<file path="src/rtl/video_timing_gen.sv">
// Raster timing generator: walks the H/V counters, requests pixels from an upstream
// source and realigns the returned data with registered de/hs/vs/sof for an HDMI transmitter.
module video_timing_gen #(
    parameter int H_ACTIVE = 1280,
    parameter int H_FP     = 110,
    parameter int H_SYNC   = 40,
    parameter int H_BP     = 220,
    parameter int V_ACTIVE = 720,
    parameter int V_FP     = 5,
    parameter int V_SYNC   = 5,
    parameter int V_BP     = 20,
    parameter int HS_POL   = 1,
    parameter int VS_POL   = 1,
    parameter int PIPE_LAT = 2
) (
    input  logic        clk_pixel,
    input  logic        rst,
    input  logic        en,
    output logic        pixel_req,
    output logic [11:0] pix_x,
    output logic [10:0] pix_y,
    input  logic [23:0] rgb_in,
    output logic [23:0] rgb,
    output logic        de,
    output logic        hs,
    output logic        vs,
    output logic        sof
);

    localparam int H_TOTAL = H_ACTIVE + H_FP + H_SYNC + H_BP;
    localparam int V_TOTAL = V_ACTIVE + V_FP + V_SYNC + V_BP;

    localparam logic [11:0] H_LAST    = 12'(H_TOTAL - 1);
    localparam logic [11:0] H_ACT_END = 12'(H_ACTIVE);
    localparam logic [11:0] HS_BEGIN  = 12'(H_ACTIVE + H_FP);
    localparam logic [11:0] HS_END    = 12'(H_ACTIVE + H_FP + H_SYNC);

    localparam logic [10:0] V_LAST    = 11'(V_TOTAL - 1);
    localparam logic [10:0] V_ACT_END = 11'(V_ACTIVE);
    localparam logic [10:0] VS_BEGIN  = 11'(V_ACTIVE + V_FP);
    localparam logic [10:0] VS_END    = 11'(V_ACTIVE + V_FP + V_SYNC);

    localparam logic HS_ON  = (HS_POL != 0);
    localparam logic HS_OFF = (HS_POL == 0);
    localparam logic VS_ON  = (VS_POL != 0);
    localparam logic VS_OFF = (VS_POL == 0);

    // Raw timing flags travel together through the delay line in this bit order.
    localparam int B_DE  = 0;
    localparam int B_HS  = 1;
    localparam int B_VS  = 2;
    localparam int B_SOF = 3;

    typedef enum logic [0:0] {
        ST_IDLE = 1'b0,
        ST_RUN  = 1'b1
    } state_t;

    state_t      r_state;
    state_t      w_state_nxt;
    logic        w_run;

    logic [11:0] r_h_cnt;
    logic [10:0] r_v_cnt;

    logic        w_active;
    logic        w_hsync;
    logic        w_vsync;
    logic        w_sof;
    logic [3:0]  w_raw;

    logic        r_pixel_req;
    logic [11:0] r_pix_x;
    logic [10:0] r_pix_y;
    logic [3:0]  r_raw_p;
    logic [3:0]  r_dly [PIPE_LAT];
    logic [3:0]  w_dly_out;

    logic        r_de;
    logic        r_hs;
    logic        r_vs;
    logic        r_sof;
    logic [23:0] r_rgb;

    // State register.
    always_ff @(posedge clk_pixel or posedge rst) begin
        if (rst) begin
            r_state <= ST_IDLE;
        end else begin
            r_state <= w_state_nxt;
        end
    end

    // Next state; counting only happens while running and still enabled, so a drop of en
    // clears everything on the very next edge.
    always_comb begin
        w_state_nxt = ST_IDLE;
        w_run       = 1'b0;
        case (r_state)
            ST_IDLE: begin
                if (en) begin
                    w_state_nxt = ST_RUN;
                end else begin
                    w_state_nxt = ST_IDLE;
                end
            end
            ST_RUN: begin
                if (en) begin
                    w_state_nxt = ST_RUN;
                    w_run       = 1'b1;
                end else begin
                    w_state_nxt = ST_IDLE;
                end
            end
            default: begin
                w_state_nxt = ST_IDLE;
            end
        endcase
    end

    // Horizontal / vertical position counters.
    always_ff @(posedge clk_pixel or posedge rst) begin
        if (rst) begin
            r_h_cnt <= 12'd0;
            r_v_cnt <= 11'd0;
        end else if (!w_run) begin
            r_h_cnt <= 12'd0;
            r_v_cnt <= 11'd0;
        end else if (r_h_cnt == H_LAST) begin
            r_h_cnt <= 12'd0;
            if (r_v_cnt == V_LAST) begin
                r_v_cnt <= 11'd0;
            end else begin
                r_v_cnt <= r_v_cnt + 11'd1;
            end
        end else begin
            r_h_cnt <= r_h_cnt + 12'd1;
        end
    end

    // Raw region decode from the current counter state.
    always_comb begin
        w_active = 1'b0;
        w_hsync  = 1'b0;
        w_vsync  = 1'b0;
        w_sof    = 1'b0;
        if (w_run) begin
            w_active = (r_h_cnt < H_ACT_END) && (r_v_cnt < V_ACT_END);
            w_hsync  = (r_h_cnt >= HS_BEGIN) && (r_h_cnt < HS_END);
            w_vsync  = (r_v_cnt >= VS_BEGIN) && (r_v_cnt < VS_END);
            w_sof    = w_active && (r_h_cnt == 12'd0) && (r_v_cnt == 11'd0);
        end else begin
            w_active = 1'b0;
            w_hsync  = 1'b0;
            w_vsync  = 1'b0;
            w_sof    = 1'b0;
        end
    end

    assign w_raw = {w_sof, w_vsync, w_hsync, w_active};

    // Request stage: coordinates are only driven while the request is live.
    always_ff @(posedge clk_pixel or posedge rst) begin
        if (rst) begin
            r_pixel_req <= 1'b0;
            r_pix_x     <= 12'd0;
            r_pix_y     <= 11'd0;
            r_raw_p     <= 4'd0;
        end else if (w_active) begin
            r_pixel_req <= 1'b1;
            r_pix_x     <= r_h_cnt;
            r_pix_y     <= r_v_cnt;
            r_raw_p     <= w_raw;
        end else begin
            r_pixel_req <= 1'b0;
            r_pix_x     <= 12'd0;
            r_pix_y     <= 11'd0;
            r_raw_p     <= w_raw;
        end
    end

    // Delay line matching the pixel source latency; flushed rather than drained on stop.
    always_ff @(posedge clk_pixel or posedge rst) begin
        if (rst) begin
            for (int k = 0; k < PIPE_LAT; k++) begin
                r_dly[k] <= 4'd0;
            end
        end else if (!w_run) begin
            for (int k = 0; k < PIPE_LAT; k++) begin
                r_dly[k] <= 4'd0;
            end
        end else begin
            r_dly[0] <= r_raw_p;
            for (int k = 1; k < PIPE_LAT; k++) begin
                r_dly[k] <= r_dly[k-1];
            end
        end
    end

    assign w_dly_out = r_dly[PIPE_LAT-1];

    // Output register: rgb_in is only trusted when the aligned de is set.
    always_ff @(posedge clk_pixel or posedge rst) begin
        if (rst) begin
            r_de  <= 1'b0;
            r_sof <= 1'b0;
            r_hs  <= HS_OFF;
            r_vs  <= VS_OFF;
            r_rgb <= 24'h000000;
        end else begin
            r_de  <= w_dly_out[B_DE];
            r_sof <= w_dly_out[B_SOF];
            r_hs  <= w_dly_out[B_HS] ? HS_ON : HS_OFF;
            r_vs  <= w_dly_out[B_VS] ? VS_ON : VS_OFF;
            if (w_dly_out[B_DE]) begin
                r_rgb <= rgb_in;
            end else begin
                r_rgb <= 24'h000000;
            end
        end
    end

    assign pixel_req = r_pixel_req;
    assign pix_x     = r_pix_x;
    assign pix_y     = r_pix_y;
    assign de        = r_de;
    assign hs        = r_hs;
    assign vs        = r_vs;
    assign sof       = r_sof;
    assign rgb       = r_rgb;

endmodule

</file>
<file path="config.mk">
export PLATFORM = sky130hd
export DESIGN_NAME = video_timing_gen
export DESIGN_NICKNAME = d
export VERILOG_FILES = /design/src/rtl/video_timing_gen.sv
export SDC_FILE = /design/constraint.sdc
export NUM_CORES = 1
export LEC_CHECK = 0
export ABC_AREA = 1
export CORE_MARGIN = 3
export CORE_UTILIZATION = 50
export DETAILED_ROUTE_END_ITERATION = 8
export PLACE_DENSITY = 0.77
export SLEW_MARGIN = 30
export SYNTH_ARGS = -nofsm -noshare
export SYNTH_HDL_FRONTEND = slang
export SYNTH_SLANG_ARGS = --single-unit
</file>
<file path="constraint.sdc">
create_clock -name clk_pixel -period 5.8 [get_ports clk_pixel]
set_clock_uncertainty 0.1 [all_clocks]
set_input_delay 0.58 -clock clk_pixel [delete_from_list [all_inputs] [get_ports clk_pixel]]
set_output_delay 0.58 -clock clk_pixel [all_outputs]
set_load 0.01 [all_outputs]
</file>
### Word-level counts from Yosys, hierarchy flattened

Cells that the tools add are included.

* flip-flop bits (word level): 88
* input port bits: 27
* output and inout port bits: 52

* add/subtract/negate cells: 2
* order comparisons: 6
* equality and inequality tests: 3
* muxes and demuxes: 18
* reductions and logical operators: 7

Operators with widths (count)
* 11-bit two-way mux: 4
* 12-bit two-way mux: 3
* 12-bit by 11-bit less-than comparator with 1-bit output (second input constant): 2
* 24-bit two-way mux: 1
* 11-bit by 10-bit less-than comparator with 1-bit output (second input constant): 2
* 12-bit by 1-bit adder with 12-bit output (second input constant): 1
* 12-bit by 11-bit equality test with 1-bit output (second input constant): 1
* 12-bit by 11-bit greater-or-equal comparator with 1-bit output (second input constant): 1
* 12-bit logical NOT: 1
* 11-bit by 1-bit adder with 11-bit output (second input constant): 1
* 11-bit by 10-bit equality test with 1-bit output (second input constant): 1
* 11-bit by 10-bit greater-or-equal comparator with 1-bit output (second input constant): 1
* 11-bit logical NOT: 1
* 1-bit two-way mux: 9
* 8-bit two-way mux: 1
* 1-bit logical AND: 5
* 2-bit by 1-bit != test with 1-bit output (second input constant): 1

### Logic depth before layout (Yosys ltp)

Gate-level depths: netlist of the first run.

* depth in word-level cells: 5
* depth in mapped cells: 9
* mapped depth without buffers: 9

### Worst setup path before layout of the first run

OpenSTA, ideal clock, no wires.

* path kind: input-to-reg
* from: input en
* to: register r_pix_x[10] (netlist: pix_x[10])
* library setup time: 120 ps
* data arrival time: 1261 ps
* required time: 5580 ps
* path slack: 4319 ps
* stages on the path: 9
* path buffers: 1
* cell sequence: nand2_2 -> clkinv_2 -> nand2_1 -> clkinv_1 -> nand3_2 -> a21oi_4 -> inv_4 -> buf_6 -> nor2_2

* cells in the longest elaborated chain, start to end: 4

Ends and longest elaborated chain
* start, declared: RTL line 18 `input logic en,`
* 1-bit two-way mux: RTL line 108 `if (en) begin`
* 1-bit two-way mux: RTL line 99 `case (r_state)`
* 1-bit two-way mux: RTL line 147 `if (w_run) begin`
* net w_active: RTL line 66 `logic w_active;`
* 12-bit two-way mux: RTL line 169 `end else if (w_active) begin`
* end signal, assigned: RTL line 171 `r_pix_x <= r_h_cnt;`
* end, declared: RTL line 73 `logic [11:0] r_pix_x;`

The timed path passes the listed nets, and every way through them passes these cells.
A chain may end at the register's enable or synchronous reset.

### Final worst setup path of the first run

* from: input en
* to: register r_pix_y[0] (netlist: pix_y[0])

* cells in the longest elaborated chain, start to end: 4

Ends and longest elaborated chain
* 1-bit two-way mux: RTL line 108
* 1-bit two-way mux: RTL line 99
* 1-bit two-way mux: RTL line 147
* net w_active: RTL line 66
* 11-bit two-way mux: RTL line 169
* end signal, assigned: RTL line 172 `r_pix_y <= r_v_cnt;`
* end, declared: RTL line 74 `logic [10:0] r_pix_y;`

The timed path passes the listed nets, and every way through them passes these cells.

==> results.toml, run 1 <==
[power]
power-per-cell-area_nw_per_um2 = 236
max-vdd-ir-drop_mv = 0.112
leakage_nw = 2.35
fin_total_pwr_mw = 1.11

[run_status]
outcome = "finished clean"

[final_layout]
multi_input_area_um2 = 1170
register_area_um2 = 2180
drive_above_1_share = 0.126
n_antenna_cell = 0
finalNonFillerCells = 574
nets = 507
fill_cells = 529
areaGrowthSynthToFinish_pct = 29.1

[routing]
drtAntennaViolNets = 0
firstDrtPassIters = 5
drt-total-wl_um = 7370
vias = 2715
drtIter0Drc = 127
drc = 0
routed_via_density = 4.73
wl_per_cell_um = 12.8

[timing]
slew_viol_final = 0
final.setup.tns_ns = 0
period_needed_ns = 2.09
max_freq_mhz = 478
relSlewSlack = 0.515
final.period_utilization = 0.361
rsz0062_at_grt = "false"
hold_violations = 0
finalSetupViolations = 0
worstMarginPinSlew_ns = 0.727

[logic_synthesis]
synth_ff_type = "dfrtp_1"
syn_area_per_cell_um2 = 9.34
synth_edf_count = 0
ys_types = 30
synth_seq_cells = 87
ys_warn_count = 0
yosysSeqAreaShare = 0.595
netlist_area_um2 = 3660
synthCells = 392
synth-async-reset-ratio = 1.00

[flow_run]
maxCapViolCount = 0

[placement]
dp.final_hpwl_um = 5240
io_buffers = 78
dp_cells = 559
routabilityCongestion = 0.866

[cts]
cts-root-buf = "clkbuf_8"
clk_pin_slew_ns = 0.07
post_cts_resized = 0
h-tree-depth = 3
cts_tree = "yes"
clockBufferDepth = 2
holdBufCountCts = 0
cts_buffers = 9
cts.sinks = 87
clk-insertion-delay-late_ns = 0.36
post-cts-setup-buffers = 0

[floorplan]
die_w_um = 91.6
dieHeight_um = 91.6
die-area_um2 = 8390
io_pins = 79
core_um2 = 6940
rows = 30
start_util = 0.527

[global_route]
antenna_found_initial = 0
grtUsageTotal = 0.190
grt_pass1_wl_um = 12700
grt_max_degree = 61
overflow = 0
grt_pass1_vias = 2642

[setup_path]
crit_path_start_kind = "primary input"
arrival_ns = 2.22
worstSetupPathType = "primary input to register"
cp_max_fo = 22
required_ns = 5.93
crit_path_end_kind = "register"

[hold_path]
hp-class = "register to register"
cell usage after synthesis (all sizes together) (2+ instances only):
master | count | area [um2]
buf | 6 | 47.5
nand3 | 27 | 145
a31oi | 2 | 12.5
clkbuf | 3 | 11.3
inv | 66 | 250
nor2 | 64 | 315
ha | 6 | 75.1
xor2 | 8 | 70.1
clkinv | 2 | 8.75
nand2 | 90 | 353
nor3 | 12 | 70.1
dfrtp | 87 | 2180
a21oi | 2 | 21.3
o21ai | 3 | 15.0
nand4 | 10 | 62.6
layout make-up:
class | instances | share of cell area
well taps | 96 | 0.0254
repair buffers | 79 | 0.167
inverters | 68 | 0.0551
clock buffers | 10 | 0.0270
flip-flops and latches | 87 | 0.461
multi-input cells | 229 | 0.248
clock inverters | 5 | 0.0175
routing by layer:
metal | global-route usage | share of wire | vias up
met1 | 0.253 | 0.44 | 1259
li1 | - | - | 1348
met5 | 0 | 0 | -
met3 | 0.0447 | 0.078 | 5
met2 | 0.295 | 0.47 | 103
met4 | 0.0905 | 0.012 | 0
report_power, final:
| group | total, mW | internal, mW | leakage, nW | switching, mW |
|---|---|---|---|---|
| sequential | 0.612 | 0.610 | 1.20 | 0.00221 |
| combinational | 0.0521 | 0.0236 | 1.04 | 0.0286 |
| clock | 0.449 | 0.242 | 0.107 | 0.207 |
state kept, by name, summed over array words and instances (netlist names):
register and flops:
sof 1, r_state 1, r_v_cnt 11, r_h_cnt 12
rgb 24, pix_x 12, hs 1, de 1
r_raw_p 4, vs 1, w_dly_out 4, r_dly 4
pix_y 11
layout by cell type (no fill, tap or decap):
cell type        instances
xnor2_1                  1
buf_4                    1
bufinv_16                2
conb_1                   2
nand2_2                  6
clkinv_2                 3
nor3_1                  10
a21oi_4                  1
inv_4                    1
inv_6                    1
nand2_1                 84
nand3_1                 25
nor2_4                   3
xor2_1                   8
nor3b_1                  1
clkinv_4                 1
nand3_2                  2
ha_1                     6
o21ai_0                  3
inv_1                   57
nor2_2                  21
inv_2                    7
nor2_1                  40
nor3_2                   2
clkbuf_8                 9
nor4_1                   1
clkbuf_1                 1
clkdlybuf4s50_1         78
a31oi_1                  2
clkinv_1                 1
a21oi_1                  1
nand4_1                 10
dfrtp_1                 87
critical path, cell delays in order:
cell and delay [ns]:
clkdlybuf4s50_1 0.43, nand2_2 0.24, clkinv_2 0.28, nand2_1 0.13
clkinv_1 0.09, nand3_2 0.08, a21oi_4 0.04, inv_4 0.25
nor2_1 0.08
worst paths after layout:
kind                                   startpoint                endpoint  slack (ns)  cells after the start
setup reg to reg             r_h_cnt[1]$_DFF_PP0_  r_v_cnt[2]$_DFFE_PP0P_        3.93                      7
max in group asynchronous                     rst    r_h_cnt[9]$_DFF_PP0_        4.11                      3
setup / recovery                               en      pix_y[0]$_DFF_PP0_        3.71                      9
hold reg to reg            w_dly_out[2]$_DFF_PP0_            vs$_DFF_PP0_        0.25                      0
hold / removal             w_dly_out[2]$_DFF_PP0_            vs$_DFF_PP0_        0.25                      0
min in group asynchronous                     rst  w_dly_out[1]$_DFF_PP0_        0.43                      2
logic make-up (layout without fill, tap and decap cells):
logic type,count (synthesis),after routing,share of synthesized area
adder cells (fa/ha/maj),6,6,0.0205
buffers and inverters,77,162,0.0868
flip-flops,87,87,0.595
AO/OA/AOI/OAI,7,7,0.0133
XOR/XNOR,9,9,0.0215
AND/OR/NAND/NOR,205,205,0.262
other,1,2,0.00102
stage by stage:
step	area [um2]	hold WS, ns	setup WS, ns	util
CTS	4730	0.252	3.70	0.681
global placement	4520	0.231	3.34	0.650
finish	4730	0.252	3.71	0.681
floorplan	3660	0.231	2.87	-
global route	4730	0.273	3.53	0.681
detailed placement	4520	0.235	3.32	0.650
No activity file was read; power rests on OpenSTA's default activity.
==> run 2, diff against run 1 <==
- clock period: 5.8 -> 2.2 ns (I/O delays scaled with it)
==> run 2 against run 1 <==
  * Count of clock-buffer cells in the layout stayed put
  * Worst setup slack worse by 3.3 ns
  * Combinational power grew to 2.9 times the previous value
  * Largest power group unchanged
==> results.toml, run 2 (same netlist as run 1, synthesis figures left out) <==
[floorplan]
die-area_um2 = 8390
dieHeight_um = 91.6
core_um2 = 6940
start_util = 0.527
die_w_um = 91.6
rows = 30
io_pins = 79

[cts]
clockBufferDepth = 2
clk_pin_slew_ns = 0.09
h-tree-depth = 3
cts_buffers = 9
holdBufCountCts = 0
clk-insertion-delay-late_ns = 0.35
cts.sinks = 87
post_cts_resized = 0
cts_tree = "yes"
cts-root-buf = "clkbuf_8"
post-cts-setup-buffers = 0

[global_route]
grt_max_degree = 29
grtUsageTotal = 0.200
antenna_found_initial = 0
grt_pass1_wl_um = 13500
grt_pass1_vias = 2859
overflow = 0

[placement]
dp.final_hpwl_um = 5850
io_buffers = 78
routabilityCongestion = 0.955

[routing]
drt-total-wl_um = 7920
drtIter0Drc = 137
vias = 2855
maxUsedRoutingLayer = "met4"
drtAntennaViolNets = 0
wl_per_cell_um = 13.7
wl_met2_um = 3810
routed_via_density = 4.94
wl_met3_um = 547
met1Wirelength_um = 3410
firstDrtPassIters = 4
drc = 0

[setup_path]
regToRegSetupSlack_ns = 0.36
slowest_stage = "dfrtp_1"
crit_path_end_kind = "register"
cp_max_fo = 12
arrival_ns = 2.02
cpPeakStageDelay_ns = 0.41
required_ns = 2.39
path_cells = "inv_1, ha_1, inv_1, nor3_2, nand3_2, nor2_4, nand2_1, nand2_1"
crit_path_start_kind = "register"
worstSetupPathType = "register to register"

[timing]
period_needed_ns = 1.84
max_freq_mhz = 544
worstMarginPinSlew_ns = 0.769
rsz0062_at_grt = "false"
final.setup.tns_ns = 0
slew_viol_final = 0
hold_violations = 0
final.period_utilization = 0.835
finalSetupViolations = 0
relSlewSlack = 0.487
holdWs_ns = 0.169

[final_layout]
layout_commonest_cell = "dfrtp_1"
n_antenna_cell = 0
fin_util = 0.690
most-common-layout-cells = "dfrtp_1, nand2_1, clkdlybuf4s50_1"
drive_above_1_share = 0.135
largest_reg_flops = 24
areaGrowthSynthToFinish_pct = 30.9
nets = 511

[run_status]
outcome = "finished clean"

[flow_run]
maxCapViolCount = 0

[power]
power-per-cell-area_nw_per_um2 = 622
leakage_nw = 2.38
max-vdd-ir-drop_mv = 0.279

[hold_path]
hp-class = "primary input to asynchronous set/reset pin"
run 2: power breakdown:
part           leakage [nW]  total (mW)  internal (mW)  switching [mW]
registers              1.20        1.61           1.61         0.00610
logic                  1.06       0.152         0.0721          0.0798
clock network         0.112        1.21          0.666           0.549
total                  2.38        2.98           2.35           0.634
run 2: worst paths after layout:
kind / startpoint / endpoint / cells after the start
hold reg to reg: w_dly_out[2]$_DFF_PP0_ / vs$_DFF_PP0_ / 0
hold / removal: rst / r_v_cnt[2]$_DFFE_PP0P_ / 2
max in group asynchronous: rst / r_h_cnt[2]$_DFF_PP0_ / 3
min in group clk_pixel: w_dly_out[2]$_DFF_PP0_ / vs$_DFF_PP0_ / 0
setup reg to reg: r_h_cnt[1]$_DFF_PP0_ / r_v_cnt[4]$_DFFE_PP0P_ / 8
setup / recovery: r_h_cnt[1]$_DFF_PP0_ / r_v_cnt[4]$_DFFE_PP0P_ / 8
run 2: area by class of cell:
class / instances / area, um2
clock inverters: 5 / 82.6
repair buffers: 83 / 843
clock buffers: 10 / 138
inverters: 68 / 263
multi-input cells: 229 / 1170
flip-flops and latches: 87 / 2180
well taps: 96 / 120
fillers: 535 / 2150
run 2: metal layers:
layer | up-vias | track usage
met5 | - | 0
met4 | 0 | 0.0766
met3 | 14 | 0.0431
met2 | 122 | 0.335
met1 | 1364 | 0.255
li1 | 1355 | -
run 2: worst max-delay path, delay by kind of cell, from the launching register on:
family	cells	cell delay (ns)
simple gates	5	0.89
flops	1	0.41
buf+inv	2	0.19
fa+ha+maj	1	0.17
run 2: stage by stage:
| stage | setup slack (ns) | std cells | cell area, um2 | power (mW) |
|---|---|---|---|---|
| after detailed placement | 0.412 | 563 | 4570 | 1.80 |
| final | 0.362 | 578 | 4790 | 2.98 |
| after floorplan | 0.762 | 393 | 3670 | 1.71 |
| after global routing | 0.214 | 578 | 4790 | 3.08 |
| after CTS | 0.371 | 578 | 4790 | 3.01 |
| after global placement | 0.485 | 563 | 4570 | 1.80 |
